## src/rtl/pbit_sweep_ctrl.sv

```systemverilog
`default_nettype none
// ============================================================================
//  Module      : pbit_sweep_ctrl
//  Description : Sequencing controller for a p-bit array. Streams the J/h
//                weight image into weight memory, then runs graph-colored
//                sweeps by pulsing one gate-enable line per color with a
//                quiet gap between colors.
//  Revision    : 1.0 - initial release
// ============================================================================
module pbit_sweep_ctrl #(
    parameter int NUM_COLORS  = 2,
    parameter int NUM_WEIGHTS = 64,
    parameter int DATA_W      = 32,
    parameter int ADDR_W      = $clog2(NUM_WEIGHTS),
    parameter int HOLD        = 4,
    parameter int GAP         = 2,
    parameter int SWEEP_W     = 16
) (
    input  logic                  clk,
    input  logic                  rst_n,
    // weight loader
    input  logic                  load_start,
    input  logic                  wl_valid,
    input  logic [DATA_W-1:0]     wl_data,
    output logic                  wl_ready,
    output logic                  wr_en,
    output logic [ADDR_W-1:0]     wr_addr,
    output logic [DATA_W-1:0]     wr_data,
    output logic                  weight_load_DONE,
    // sweep control
    input  logic                  start,
    input  logic [SWEEP_W-1:0]    num_sweeps,
    input  logic                  abort,
    output logic [NUM_COLORS-1:0] GE,
    output logic                  busy,
    output logic                  done,
    output logic [SWEEP_W-1:0]    sweep_cnt
);

    // Phase counter must reach the larger of HOLD-1 and GAP-1.
    localparam int c_PH_MAX = (HOLD > GAP) ? HOLD : GAP;
    localparam int c_PH_W   = (c_PH_MAX > 1) ? $clog2(c_PH_MAX) : 1;
    localparam int c_COL_W  = (NUM_COLORS > 1) ? $clog2(NUM_COLORS) : 1;

    localparam logic [c_PH_W-1:0]     c_HOLD_LAST  = c_PH_W'(HOLD - 1);
    localparam logic [c_PH_W-1:0]     c_GAP_LAST   = c_PH_W'(GAP - 1);
    localparam logic [c_COL_W-1:0]    c_COLOR_LAST = c_COL_W'(NUM_COLORS - 1);
    localparam logic [ADDR_W-1:0]     c_IDX_LAST   = ADDR_W'(NUM_WEIGHTS - 1);
    localparam logic [NUM_COLORS-1:0] c_GE_ONE     = NUM_COLORS'(1);

    typedef enum logic [1:0] {
        S_IDLE     = 2'd0,
        S_LOAD     = 2'd1,
        S_RUN_HOLD = 2'd2,
        S_RUN_GAP  = 2'd3
    } state_t;

    // registered state
    state_t                r_state;
    logic [ADDR_W-1:0]     r_idx;
    logic [c_PH_W-1:0]     r_ph_cnt;
    logic [c_COL_W-1:0]    r_color;
    logic [SWEEP_W-1:0]    r_num_sweeps;
    logic                  r_load_fin;   // last word written; publish image next edge
    logic [NUM_COLORS-1:0] r_ge;
    logic                  r_wl_ready;
    logic                  r_wr_en;
    logic [ADDR_W-1:0]     r_wr_addr;
    logic [DATA_W-1:0]     r_wr_data;
    logic                  r_wld;
    logic                  r_busy;
    logic                  r_done;
    logic [SWEEP_W-1:0]    r_sweep_cnt;

    // next-state values
    state_t                w_state;
    logic [ADDR_W-1:0]     w_idx;
    logic [c_PH_W-1:0]     w_ph_cnt;
    logic [c_COL_W-1:0]    w_color;
    logic [SWEEP_W-1:0]    w_num_sweeps;
    logic                  w_load_fin;
    logic [NUM_COLORS-1:0] w_ge;
    logic                  w_wl_ready;
    logic                  w_wr_en;
    logic [ADDR_W-1:0]     w_wr_addr;
    logic [DATA_W-1:0]     w_wr_data;
    logic                  w_wld;
    logic                  w_busy;
    logic                  w_done;
    logic [SWEEP_W-1:0]    w_sweep_cnt;

    logic [c_COL_W-1:0]    w_color_inc;
    logic [SWEEP_W-1:0]    w_sweep_inc;

    assign w_color_inc = r_color + 1'b1;
    assign w_sweep_inc = r_sweep_cnt + 1'b1;

    // Next-state and next-output logic; abort overrides every state.
    always_comb begin
        w_state      = r_state;
        w_idx        = r_idx;
        w_ph_cnt     = r_ph_cnt;
        w_color      = r_color;
        w_num_sweeps = r_num_sweeps;
        w_load_fin   = 1'b0;
        w_ge         = r_ge;
        w_wl_ready   = r_wl_ready;
        w_wr_en      = 1'b0;
        w_wr_addr    = r_wr_addr;
        w_wr_data    = r_wr_data;
        w_wld        = r_wld;
        w_busy       = r_busy;
        w_done       = 1'b0;
        w_sweep_cnt  = r_sweep_cnt;

        if (abort) begin
            // Image stays invalid if the load was cut short; a run keeps
            // its image and its frozen sweep count.
            w_state    = S_IDLE;
            w_ge       = '0;
            w_wl_ready = 1'b0;
            w_busy     = 1'b0;
            if (r_state == S_LOAD) begin
                w_wld = 1'b0;
            end
        end else begin
            case (r_state)
                S_IDLE: begin
                    if (r_load_fin) begin
                        // Final word was written on the previous edge.
                        w_wld  = 1'b1;
                        w_busy = 1'b0;
                    end else if (load_start) begin
                        w_wld      = 1'b0;
                        w_idx      = '0;
                        w_busy     = 1'b1;
                        w_wl_ready = 1'b1;
                        w_state    = S_LOAD;
                    end else if (start && r_wld) begin
                        if (num_sweeps == '0) begin
                            w_done = 1'b1;
                        end else begin
                            w_num_sweeps = num_sweeps;
                            w_sweep_cnt  = '0;
                            w_color      = '0;
                            w_ph_cnt     = '0;
                            w_ge         = c_GE_ONE;
                            w_busy       = 1'b1;
                            w_state      = S_RUN_HOLD;
                        end
                    end
                end

                S_LOAD: begin
                    if (wl_valid && r_wl_ready) begin
                        w_wr_en   = 1'b1;
                        w_wr_addr = r_idx;
                        w_wr_data = wl_data;
                        if (r_idx == c_IDX_LAST) begin
                            w_wl_ready = 1'b0;
                            w_load_fin = 1'b1;
                            w_state    = S_IDLE;
                        end else begin
                            w_idx = r_idx + 1'b1;
                        end
                    end
                end

                S_RUN_HOLD: begin
                    if (r_ph_cnt == c_HOLD_LAST) begin
                        w_ge     = '0;
                        w_ph_cnt = '0;
                        w_state  = S_RUN_GAP;
                    end else begin
                        w_ph_cnt = r_ph_cnt + 1'b1;
                    end
                end

                S_RUN_GAP: begin
                    if (r_ph_cnt == c_GAP_LAST) begin
                        w_ph_cnt = '0;
                        if (r_color != c_COLOR_LAST) begin
                            w_color = w_color_inc;
                            w_ge    = c_GE_ONE << w_color_inc;
                            w_state = S_RUN_HOLD;
                        end else begin
                            w_sweep_cnt = w_sweep_inc;
                            if (w_sweep_inc == r_num_sweeps) begin
                                w_busy  = 1'b0;
                                w_done  = 1'b1;
                                w_state = S_IDLE;
                            end else begin
                                w_color = '0;
                                w_ge    = c_GE_ONE;
                                w_state = S_RUN_HOLD;
                            end
                        end
                    end else begin
                        w_ph_cnt = r_ph_cnt + 1'b1;
                    end
                end

                default: begin
                    w_state = S_IDLE;
                end
            endcase
        end
    end

    // State and output registers with asynchronous active-low reset.
    always_ff @(posedge clk or negedge rst_n) begin
        if (!rst_n) begin
            r_state      <= S_IDLE;
            r_idx        <= '0;
            r_ph_cnt     <= '0;
            r_color      <= '0;
            r_num_sweeps <= '0;
            r_load_fin   <= 1'b0;
            r_ge         <= '0;
            r_wl_ready   <= 1'b0;
            r_wr_en      <= 1'b0;
            r_wr_addr    <= '0;
            r_wr_data    <= '0;
            r_wld        <= 1'b0;
            r_busy       <= 1'b0;
            r_done       <= 1'b0;
            r_sweep_cnt  <= '0;
        end else begin
            r_state      <= w_state;
            r_idx        <= w_idx;
            r_ph_cnt     <= w_ph_cnt;
            r_color      <= w_color;
            r_num_sweeps <= w_num_sweeps;
            r_load_fin   <= w_load_fin;
            r_ge         <= w_ge;
            r_wl_ready   <= w_wl_ready;
            r_wr_en      <= w_wr_en;
            r_wr_addr    <= w_wr_addr;
            r_wr_data    <= w_wr_data;
            r_wld        <= w_wld;
            r_busy       <= w_busy;
            r_done       <= w_done;
            r_sweep_cnt  <= w_sweep_cnt;
        end
    end

    assign GE               = r_ge;
    assign wl_ready         = r_wl_ready;
    assign wr_en            = r_wr_en;
    assign wr_addr          = r_wr_addr;
    assign wr_data          = r_wr_data;
    assign weight_load_DONE = r_wld;
    assign busy             = r_busy;
    assign done             = r_done;
    assign sweep_cnt        = r_sweep_cnt;

endmodule
`default_nettype wire

```

## config.mk

```make
export PLATFORM = sky130hd
export DESIGN_NAME = pbit_sweep_ctrl
export DESIGN_NICKNAME = d
export VERILOG_FILES = /design/src/rtl/pbit_sweep_ctrl.sv
export SDC_FILE = /design/constraint.sdc
export NUM_CORES = 1
export LEC_CHECK = 0
export CAP_MARGIN = 0
export CORE_MARGIN = 5
export CORE_UTILIZATION = 35
export DETAILED_ROUTE_END_ITERATION = 10
export HOLD_SLACK_MARGIN = 0.12
export PLACE_DENSITY = 0.69
export SLEW_MARGIN = 20
export SYNTH_ARGS = -nofsm -noshare
export SYNTH_HDL_FRONTEND = slang
export SYNTH_SLANG_ARGS = --single-unit
```

## constraint.sdc

```tcl
create_clock -name clk -period 3.4 [get_ports clk]
set_input_delay 0.51 -clock clk [delete_from_list [all_inputs] [get_ports clk]]
set_output_delay 0.51 -clock clk [all_outputs]
set_load 0.005 [all_outputs]
```

Word level (Yosys, flattened, before mapping)

Cells that the tools add are included.

Add/sub/neg operators: 4
Multiply operators: 0
Div/mod/pow operators: 0
Order comparisons: 0
Eq/ne operators: 33
Shift-type cells: 1
Multiplexer cells: 84
Bitwise gates (word level): 4
Reduce and logical (&&, ||, !) cells: 23

Operator list:

| operator                | number |
|---|---|
| $mux W16                | 6 |
| $mux W2                 | 26 |
| $mux W1                 | 39 |
| $pmux W16 S2            | 1 |
| $ne A3 B3 Y1 const B    | 9 |
| $mux W6                 | 4 |
| $reduce_and A6 Y1       | 4 |
| $add A16 B1 Y16 const B | 1 |
| $eq A16 B16 Y1          | 1 |
| $logic_not A16 Y1       | 1 |
| $ne A2 B2 Y1 const B    | 8 |
| $reduce_and A8 Y1       | 2 |
| $reduce_and A7 Y1       | 2 |
| $ne A4 B4 Y1 const B    | 3 |
| $pmux W2 S3             | 2 |
| $pmux W6 S2             | 1 |
| $reduce_bool A3 Y1      | 4 |
| $ne A5 B5 Y1 const B    | 2 |
| $pmux W1 S2             | 4 |
| $pmux W2 S4             | 1 |
| $add A6 B1 Y6 const B   | 1 |
| $eq A2 B2 Y1 const B    | 3 |
| $eq A6 B6 Y1 const B    | 1 |
| $ne A3 B2 Y1 const B    | 2 |
| other kinds (12)        | 21 |

Register bits after elaboration: 89
Latch bits: 0
RAM bits: 0
Memory bits (read-only): 0
Input port bits: 54
Output and inout bits: 61
Logic and storage cells: 164
Memories: 0

Depth between registers and ports, before layout

Word-level depth: 7
Mapped depth: 10
Depth with buffers taken out: 9

Worst setup path before layout

Ideal clock, no wire load.

Path type: reg-to-reg
Start: register r_sweep_cnt[0] (netlist: sweep_cnt[0])
End: register r_done (netlist: done)
Library setup time: 80 ps
Arrival: 2,325 ps
Required time: 3,320 ps
Slack: 994 ps
Stages on the path, launching flop included: 9
Path buffers: 0
Clock period less this slack: 2,406 ps
Cell sequence: dfrtp_1 > ha_1 > nand3_1 > nor3_2 > o211a_1 > o22ai_1 > or4_4 > o32a_1 > nor3_2

Word-level cells in the longest chain between the ends: 7

RTL lines:

| element                  | line | source |
|---|---|---|
| start: declaration       | 73   | `logic [SWEEP_W-1:0] r_sweep_cnt;` |
| start signal: assignment | 243  | `r_sweep_cnt <= w_sweep_cnt;` |
| $add A16 B1 Y16          | 96   | `assign w_sweep_inc = r_sweep_cnt + 1'b1;` |
| $eq A16 B16 Y1           | 188  | `if (w_sweep_inc == r_num_sweeps) begin` |
| $mux W1                  | 188  |  |
| $mux W1                  | 182  | `if (r_color != c_COLOR_LAST) begin` |
| $mux W1                  | 180  | `if (r_ph_cnt == c_GAP_LAST) begin` |
| $pmux W1 S2              | 127  | `case (r_state)` |
| $mux W1                  | 116  | `if (abort) begin` |
| net w_done               | 89   | `logic w_done;` |
| end signal: assignment   | 242  | `r_done <= w_done;` |
| end: declaration         | 72   | `logic r_done;` |

The timed path passes the listed nets, and every way through them passes these cells.
A chain may end at the register's enable or synchronous reset.

Worst setup path in the final report

Start: register r_sweep_cnt[0] (netlist: sweep_cnt[0])
End: register r_state[1]

Word-level cells in the longest chain between the ends: 7

RTL lines:

| element                | line | source |
|---|---|---|
| $add A16 B1 Y16        | 96   |  |
| $eq A16 B16 Y1         | 188  |  |
| $mux W2                | 188  |  |
| $mux W2                | 182  |  |
| $mux W2                | 180  |  |
| $pmux W2 S4            | 127  |  |
| $mux W2                | 116  |  |
| end signal: assignment | 229  | `r_state <= w_state;` |
| end: declaration       | 59   | `state_t r_state;` |

No other way between the ends. The select of a mux whose other input is x is not followed.

==> flow_summary_export.csv <==
group,metric,value,unit
status,run_status,"finished, final reports clean",
synthesis,yosysWarnings,0,
synthesis,seq_area_frac_synth,0.493,
placement,port_buffers,114,
floorplanning,pin_count,115,
setup_path,critPathLaunchType,"flip-flop",
timing,timing.final.hold_violations,0,
synthesis,synthFlopType,"dfrtp_1",
setup_path,cp-end-kind,"flip-flop",
synthesis,yosysTopAreaCell,"dfrtp_1",
synthesis,synthDistinctLibCells,57,
clock_tree,hold_buffers,0,
layout,area_delta_synth_final,36.0,%
routing,ant_nets,0,
clock_tree,htreeDepth,3,
grt,antenna_found_initial,0,
timing,fmax,342,MHz
timing,slew_viol_final,0,
grt,grt_pass1_vias,4050,
placement,place.gp.congestion,0.916,
floorplanning,fp.coreArea,12600,um^2
power,p_per_area,648,nW/um^2
setup_path,arrival,3.12,ns
synthesis,synth_fp_nets,559,
setup_path,cp_cell_sequence,"ha_1, nand3_1, nor3_2, o211a_1, o22ai_1, or3_2, nor3_1, a41oi_1",
timing,timing.hold.ws,0.109,ns
timing,fin_tns_setup,0,ns
routing,first_pass_iters,4,
timing,finClkSkew,0.0105,ns
routing,drc,0,
floorplanning,initial_core_util,0.358,
power,p_leak,2.75,nW
synthesis,yosysMostFrequentCell,"nand2_1",
layout,final_core_util,0.487,
clock_tree,cts_sinks,89,
synthesis,avgSynthCellArea,9.10,um^2
clock_tree,cts_root_buf,"clkbuf_16",
placement,dp_hpwl,8800,um
clock_tree,insertion_delay,0.34,ns
clock_tree,cts-buffers-inserted,9,
setup_path,critical_path.max_fanout,8,
setup_path,critPathSlowestCell,"dfrtp_1",
setup_path,path_class,"flip-flop to flip-flop",
grt,grt.overflow.total,0,
grt,grt_pass1_wl,19400,um
clock_tree,cts_resized,0,
timing,rsz0062_at_grt,"false",
layout,drive_gt1_frac,0.0863,
routing,via_count,3981,
grt,grt_usage,0.162,
timing,slew_headroom,0.539,
setup_path,critPathMaxStageDelay,0.50,ns
floorplanning,num_rows,41,
floorplanning,die_x,124,um
flow_run,max_cap_violations,0,
power,ir_drop,0.000330,V
layout,num_antenna_cells,0,
clock_tree,cts_setup_buffers,0,
setup_path,critPathRequiredTime,3.60,ns
layout,nets,672,
clock_tree,clockBufferDepth,2,
synthesis,syn_area,4520,um^2
floorplanning,dieArea,15300,um^2
synthesis,synth_edf_count,0,
synthesis,ys_ff_latch,89,
synthesis,synthTopCellsByArea,"dfrtp_1 (49%), nand2_1 (12%), mux2_2 (4.5%), o21ai_0 (3.7%), xor2_1 (2.5%)",
routing,wl_per_cell,15.2,um
synthesis,async_reset_ff_frac,1.00,
timing,tightest_slew,0.686,ns
synthesis,syn_inst,496,
routing,routed_via_density,5.06,
clock_tree,clk_pin_slew,0.07,ns
routing,drtIter0Drc,247,
timing,setup_viol,0,
timing,final.period_utilization,0.859,
grt,grt_max_degree,40,
synthesis,synth_commonest_cells,"nand2_1 (149), dfrtp_1 (89), o21ai_0 (33)",
hold_path,hp-class,"input port to async pin",
timing,finalCriticalPeriod,2.92,ns
routing,drt_wl_total,11900,um
floorplanning,die_y,124,um
synthesis,yosys.area.top_type_share,0.493,
clock_tree,cts_tree,"built",
## critical path: cells and delay by family (launching register included)
family | cells | cell delay [ns]
simple gates | 4 | 1.50
flops | 1 | 0.50
compound gates | 3 | 0.47
fa+ha+maj | 1 | 0.29
## worst paths after layout
kind / start / endpoint / slack [ns] / cells after the start
worst max register to register: sweep_cnt[0] / r_state[1] / 0.48 / 8
max in group asynchronous: rst_n / r_num_sweeps[15] / 2.53 / 2
worst max-delay path: sweep_cnt[0] / r_state[1] / 0.48 / 8
worst min register to register: wr_data[2] / wr_data[2] / 0.47 / 2
worst min-delay path: rst_n / sweep_cnt[1] / 0.11 / 1
min in group clk: wr_data[2] / wr_data[2] / 0.47 / 2
## state kept, by name (all words and copies together) (netlist names)
register          cells
GE                    2
busy                  1
done                  1
r_color               1
r_idx                 6
r_load_fin            1
r_num_sweeps         16
r_ph_cnt              2
r_state               2
sweep_cnt            16
weight_load_DONE      1
wl_ready              1
wr_addr               6
wr_data              32
wr_en                 1
## cells by family after synthesis
group | after synthesis | synth area share
xor+xnor | 22 | 0.0427
mux | 23 | 0.0560
fa+ha+maj | 9 | 0.0249
buf+inv | 32 | 0.0327
compound gates | 75 | 0.103
flops | 89 | 0.493
simple gates | 246 | 0.247
## final cells by class
| class | instances | area, um^2 |
|---|---|---|
| multi-input combinational | 375 | 2140 |
| tap | 172 | 215 |
| inverter | 13 | 48.8 |
| fill | 1179 | 6480 |
| clock inverter | 6 | 90.1 |
| sequential | 89 | 2230 |
| timing repair buffer | 121 | 1190 |
| clock buffer | 10 | 229 |
## routing by layer
metal	global-route usage	vias to the layer above	routed length, um
li1	-	1916	-
met1	0.192	1885	5000
met2	0.257	154	5420
met3	0.0622	26	1170
met4	0.0775	0	346
met5	0	-	0
## report_power, final
group / internal (mW) / leakage (nW) / switching (mW) / total [mW]
combinational: 0.719 / 1.41 / 0.657 / 1.38
clock: 0.647 / 0.153 / 0.422 / 1.07
sequential: 1.33 / 1.18 / 0.208 / 1.54
total: 2.69 / 2.75 / 1.29 / 3.98
## metrics by stage
step	worst slack, ns	cells	area, um^2	power [mW]
after detailed placement	0.281	770	5820	2.93
after floorplan	0.994	496	4520	2.31
after global placement	0.438	770	5820	2.87
after global routing	0.267	786	6140	4.23
final	0.478	786	6140	3.98
after CTS	0.491	786	6140	4.03
## cell usage in the layout, fill, tap and decap left out, types with 8 or more instances in the layout
cell type,count
xor2_1,13
o31ai_1,8
buf_4,8
clkdlybuf4s50_1,113
clkbuf_16,9
dfrtp_1,89
ha_1,9
mux2_2,18
nand2_1,149
o21ai_0,33
nand3_1,18
a21oi_1,11
nor2_1,27
xnor2_1,9
nor3_1,9
inv_1,13
Note: power is estimated with default switching activity, not from simulation.
==> variant 1, RTL diff (config.mk and constraints unchanged) <==
`r_wr_data` no longer has a reset.
--- a/src/rtl/pbit_sweep_ctrl.sv
+++ b/src/rtl/pbit_sweep_ctrl.sv
@@ -221,5 +221,4 @@
             r_wr_en      <= 1'b0;
             r_wr_addr    <= '0;
-            r_wr_data    <= '0;
             r_wld        <= 1'b0;
             r_busy       <= 1'b0;
@@ -237,5 +236,4 @@
             r_wr_en      <= w_wr_en;
             r_wr_addr    <= w_wr_addr;
-            r_wr_data    <= w_wr_data;
             r_wld        <= w_wld;
             r_busy       <= w_busy;
@@ -243,4 +241,8 @@
             r_sweep_cnt  <= w_sweep_cnt;
         end
+    end
+
+    always_ff @(posedge clk) begin
+        r_wr_data <= w_wr_data;
     end
 
Function: differs if rst_n is asserted again (counterexample within 4 cycles, from zero or initial values and one cycle with rst_n low); with rst_n held inactive, the same outputs for 4 cycles.
==> variant 1 against the unedited design <==
- sequential power fell by 3%
- synthesized area barely moved
- sequential cell count did not move
- via count fell by 6.0%
- wire length fell by 2.5%
- hold slack improved by 0.20 ns
- die area barely moved
- power fell by 11%
- combinational power fell by 28%
- setup slack got worse by 0.27 ns
- final area rose by 0.61%
- global-route usage fell by 0.96 points
- clock skew rose by 0.00053 ns
- critical endpoint is now GE[1]$_DFFE_PN0P_
- highest routed layer unchanged
==> variant 1: results (changes against the unedited design) <==
- Status: completed (unchanged)
- Mux share of post-synthesis cell area: 0.0488 (was 0.0560)
- Critical-path top delay cell: or4_1 (was dfrtp_1)
- Gr usage total: 0.152 (was 0.162)
- Via Count: 3742 (was 3981)
- Worst VDD drop: 0.000227 V (was 0.000330 V)
- Top cells by area, synth: dfrtp_1 (32%), edfxtp_1 (21%), nand2_1 (5.1%), mux2_2 (4.0%), o21ai_0 (2.8%) (was dfrtp_1 (49%), nand2_1 (12%), mux2_2 (4.5%), o21ai_0 (3.7%), xor2_1 (2.5%))
- Setup WS pre-CTS: 0.200 ns (was 0.281 ns)
- Worst Clk Skew: 0.0110 ns (was 0.0105 ns)
- Post-synthesis sequential area ratio: 0.529 (was 0.493)
- Synth Net Count: 491 (was 559)
- Sequential power: 0.00150 W (was 0.00154 W)
- Avg Inst Size Synth: 10.6 µm² (was 9.10 µm²)
- DRT Wirelength: 11.6 mm (was 11.9 mm)
- Leak pwr: 2.40 nW (was 2.75 nW)
- Post-Synth Adder-Cell Area: 0.0249 (about the same)
- Largest net degree at the start of global routing: 42 (was 40)
- Yosys cell types: 56 (was 57)
- Iteration-0 DRC Markers: 265 (was 247)
- Comb pwr: 0.00100 W (was 0.00138 W)
- Vias in the first global route: 3541 (was 4050)
- Placed Cells: 704 (was 770)
- Area of placed instances: 5860 µm² (was 5820 µm²)
- Number of flops mapped to enable cells by yosys: 32 (was 0)
- Switching share of power: 0.333 (was 0.323)
- Share of layout cells above drive strength 1: 0.0967 (was 0.0863)
- Post-synthesis compound-gate area fraction: 0.121 (was 0.103)
- Layout Cells excl Fill: 720 (was 786)
- First-pass GRT wire length: 18.0 mm (was 19.4 mm)
- Final #Nets: 606 (was 672)
- H-tree levels: 3 (unchanged)
- Fillers: 1180 (was 1179)
- CP arrival: 3.47 ns (was 3.12 ns)
- Synth top cells by count: nand2_1 (61), dfrtp_1 (57), edfxtp_1 (32) (was nand2_1 (149), dfrtp_1 (89), o21ai_0 (33))
- Slowest stage delay, CP: 0.53 ns (was 0.50 ns)
- Asr flop ratio synth: 0.640 (was 1.00)
- GPL Wtd Cong: 0.929 (was 0.916)
- Slew @ Worst Pin: 0.949 ns (was 0.686 ns)
==> variant 1: cell types whose count changed after synthesis, sizes merged, moves of 6 or more <==
cell    delta
nand2     -87
dfrtp     -32
edfxtp    +32
a31oi     +13
nor2      -10
o21ai      -9
nand4      +7
or4        +6
==> variant 1: layout make-up <==
| type | instances | share of cell area |
|---|---|---|
| Sequential cell | 89 | 0.386 |
| Multi-Input combinational cell | 301 | 0.320 |
| Timing Repair Buffer | 125 | 0.197 |
| Clock buffer | 9 | 0.0364 |
| Tap cell | 172 | 0.0348 |
| Clock inverter | 7 | 0.0150 |
| Inverter | 17 | 0.0103 |
==> variant 1: worst paths after layout <==
kind	from	to	slack, ns	cells after the start
min in group clk	wr_addr[4]$_DFFE_PN0P_	wr_addr[4]$_DFFE_PN0P_	0.49	2
max reg2reg	sweep_cnt[1]$_DFFE_PN0P_	GE[1]$_DFFE_PN0P_	0.21	8
min reg2reg	wr_addr[4]$_DFFE_PN0P_	wr_addr[4]$_DFFE_PN0P_	0.49	2
max in group asynchronous	rst_n	r_num_sweeps[2]$_DFFE_PN0P_	2.39	2
min	rst_n	sweep_cnt[6]$_DFFE_PN0P_	0.31	1
max	sweep_cnt[1]$_DFFE_PN0P_	GE[1]$_DFFE_PN0P_	0.21	8
==> variant 1: cells by family after synthesis <==
family,Yosys count
AO/OA/AOI/OAI,85
XOR/XNOR,27
adder cells (fa/ha/maj),9
buffers and inverters,38
flip-flops,89
multiplexers,20
AND/OR/NAND/NOR,160
==> variant 1: layer usage <==
| layer | part of all wire | vias up | GRT usage |
|---|---|---|---|
| met5 | 0 | - | 0 |
| met4 | 0.018 | 0 | 0.0512 |
| met3 | 0.072 | 15 | 0.0404 |
| met2 | 0.47 | 125 | 0.240 |
| met1 | 0.44 | 1807 | 0.203 |
| li1 | - | 1795 | - |
==> variant 2, RTL diff (same settings) <==
Without the edit above. The parameter `DATA_W` goes from 32 to 16.
--- a/src/rtl/pbit_sweep_ctrl.sv
+++ b/src/rtl/pbit_sweep_ctrl.sv
@@ -11,5 +11,5 @@
     parameter int NUM_COLORS  = 2,
     parameter int NUM_WEIGHTS = 64,
-    parameter int DATA_W      = 32,
+    parameter int DATA_W      = 16,
     parameter int ADDR_W      = $clog2(NUM_WEIGHTS),
     parameter int HOLD        = 4,
Interface: changed (resized wl_data and wr_data); port bits go from 115 to 83. No check against the original RTL was run, so the function may have changed too.
==> variant 2 against the unedited design <==
- combinational power decreased by 20%
- clock skew decreased by 0.0022 ns
- power shrank 17%
- sequential power shrank 19%
- sequential cell count fell by 16
- non-clock buffer count down 33
- first-iteration DRC count down 26%
- setup slack better by 0.20 ns
- wire length shrank 12%
- synthesized area decreased by 9.3%
- final area shrank 13%
- count of clock-buffer cells in the layout decreased by 1
- critical endpoint unchanged
==> variant 2: results (changes against the unedited design) <==
- Status: completed (unchanged)
- Mux share of post-synthesis cell area: 0.0477 (was 0.0560)
- Slew @ Worst Pin: 0.923 ns (was 0.686 ns)
- Post-synthesis sequential area ratio: 0.446 (was 0.493)
- Iteration-0 DRC Markers: 183 (was 247)
- Placed Cells: 652 (was 770)
- Routed wl met2: 4.79 mm (was 5.42 mm)
- Port buffer count: 82 (was 114)
- Wl on met1: 4.77 mm (was 5.00 mm)
- Top cells by area, synth: dfrtp_1 (45%), nand2_1 (8.9%), mux2_2 (4.4%), xnor2_1 (3.2%), ha_1 (2.8%) (was dfrtp_1 (49%), nand2_1 (12%), mux2_2 (4.5%), o21ai_0 (3.7%), xor2_1 (2.5%))
- GPL Wtd Cong: 0.879 (was 0.916)
- Avg Inst Size Synth: 9.22 µm² (was 9.10 µm²)
- Final #Nets: 567 (was 672)
- CP arrival: 2.92 ns (was 3.12 ns)
- GRT met1 Usage: 0.197 (was 0.192)
- Diode count: 0 (unchanged)
- Setup WS pre-CTS: 0.357 ns (was 0.281 ns)
- Post-Synth Adder-Cell Area: 0.0275 (was 0.0249)
- Largest net degree at the start of global routing: 74 (was 40)
- GR Layer Usage met3: 0.0430 (was 0.0622)
- First-pass GRT wire length: 17.6 mm (was 19.4 mm)
- Yosys cell types: 57 (unchanged)
- Leak pwr: 2.38 nW (was 2.75 nW)
- Worst Clk Skew: 0.00822 ns (was 0.0105 ns)
- Vias in the first global route: 3603 (was 4050)
- Placed wire-length estimate: 7.61 mm (was 8.80 mm)
- Met2 Usage GRT: 0.237 (was 0.257)
- Met3 wire len: 728 µm (was 1.17 mm)
- Post-synthesis compound-gate area fraction: 0.145 (was 0.103)
- Worst VDD drop: 0.000354 V (was 0.000330 V)
- Share of layout cells above drive strength 1: 0.107 (was 0.0863)
- Clk Latency, worst-skew pair: 0.33 ns
- Avg Vias per Cell: 5.26 (was 5.06)
- XOR/XNOR share of the synthesized area: 0.0510 (was 0.0427)
- Final period util: 0.802 (was 0.859)
- Via Count: 3514 (was 3981)
- Register-to-register path setup slack: 0.67 ns (was 0.48 ns)
- Gr usage total: 0.152 (was 0.162)
- Synth top cells by count: nand2_1 (97), dfrtp_1 (73), nor2_1 (22) (was nand2_1 (149), dfrtp_1 (89), o21ai_0 (33))
- Worst Path Max Fanout: 9 (was 8)
- Synth Net Count: 491 (was 559)
[variant 2: cell types whose count changed after synthesis, moves of 6 or more]
| cell | before | now |
|---|---|---|
| nand2b_1 | 1 | 10 |
| nand2_1 | 149 | 97 |
| xor2_1 | 13 | 7 |
| o21ai_0 | 33 | 19 |
| buf_2 | 1 | 8 |
| a21o_1 | 0 | 10 |
| dfrtp_1 | 89 | 73 |
| nand3_1 | 18 | 12 |
| xnor2_1 | 9 | 15 |
| a22o_1 | 0 | 11 |
[variant 2: critical path: cells and delay by family, from the launching register on]
family | cells | cell delay [ns]
fa+ha+maj | 1 | 0.36
flops | 1 | 0.55
simple gates | 5 | 1.38
xor+xnor | 1 | 0.21
compound gates | 1 | 0.08
[variant 2: cell type report]
type                    instances  area (µm²)
well taps                     143         179
fillers                      1103        6100
repair buffers                 88         863
flip-flops and latches         73        1830
clock inverters                 7        71.3
clock buffers                   9         225
inverters                      11        41.3
multi-input cells             337        2110
[variant 2: per-stage QoR]
stage | hold slack (ns) | area, µm² | power (W)
4_1_cts | 0.351 | 5320 | 0.00334
3_3_place_gp | 0.458 | 5020 | 0.00234
3_5_place_dp | 0.466 | 5020 | 0.00238
5_1_grt | 0.393 | 5320 | 0.00353
2_1_floorplan | 0.214 | 4090 | 0.00195
6_report | 0.312 | 5320 | 0.00331
[variant 2: where the power goes]
group / leakage (nW) / internal (W) / switching, W
sequential: 0.972 / 0.00108 / 0.000175
clock: 0.149 / 0.000568 / 0.000380
combinational: 1.26 / 0.000575 / 0.000539
total: 2.38 / 0.00222 / 0.00109
[variant 2: logic make-up (layout without fill, tap and decap cells)]
group	Yosys count	in the layout
mux	17	17
xor+xnor	23	23
compound gates	87	87
buf+inv	34	115
simple gates	201	201
flops	73	73
fa+ha+maj	9	9
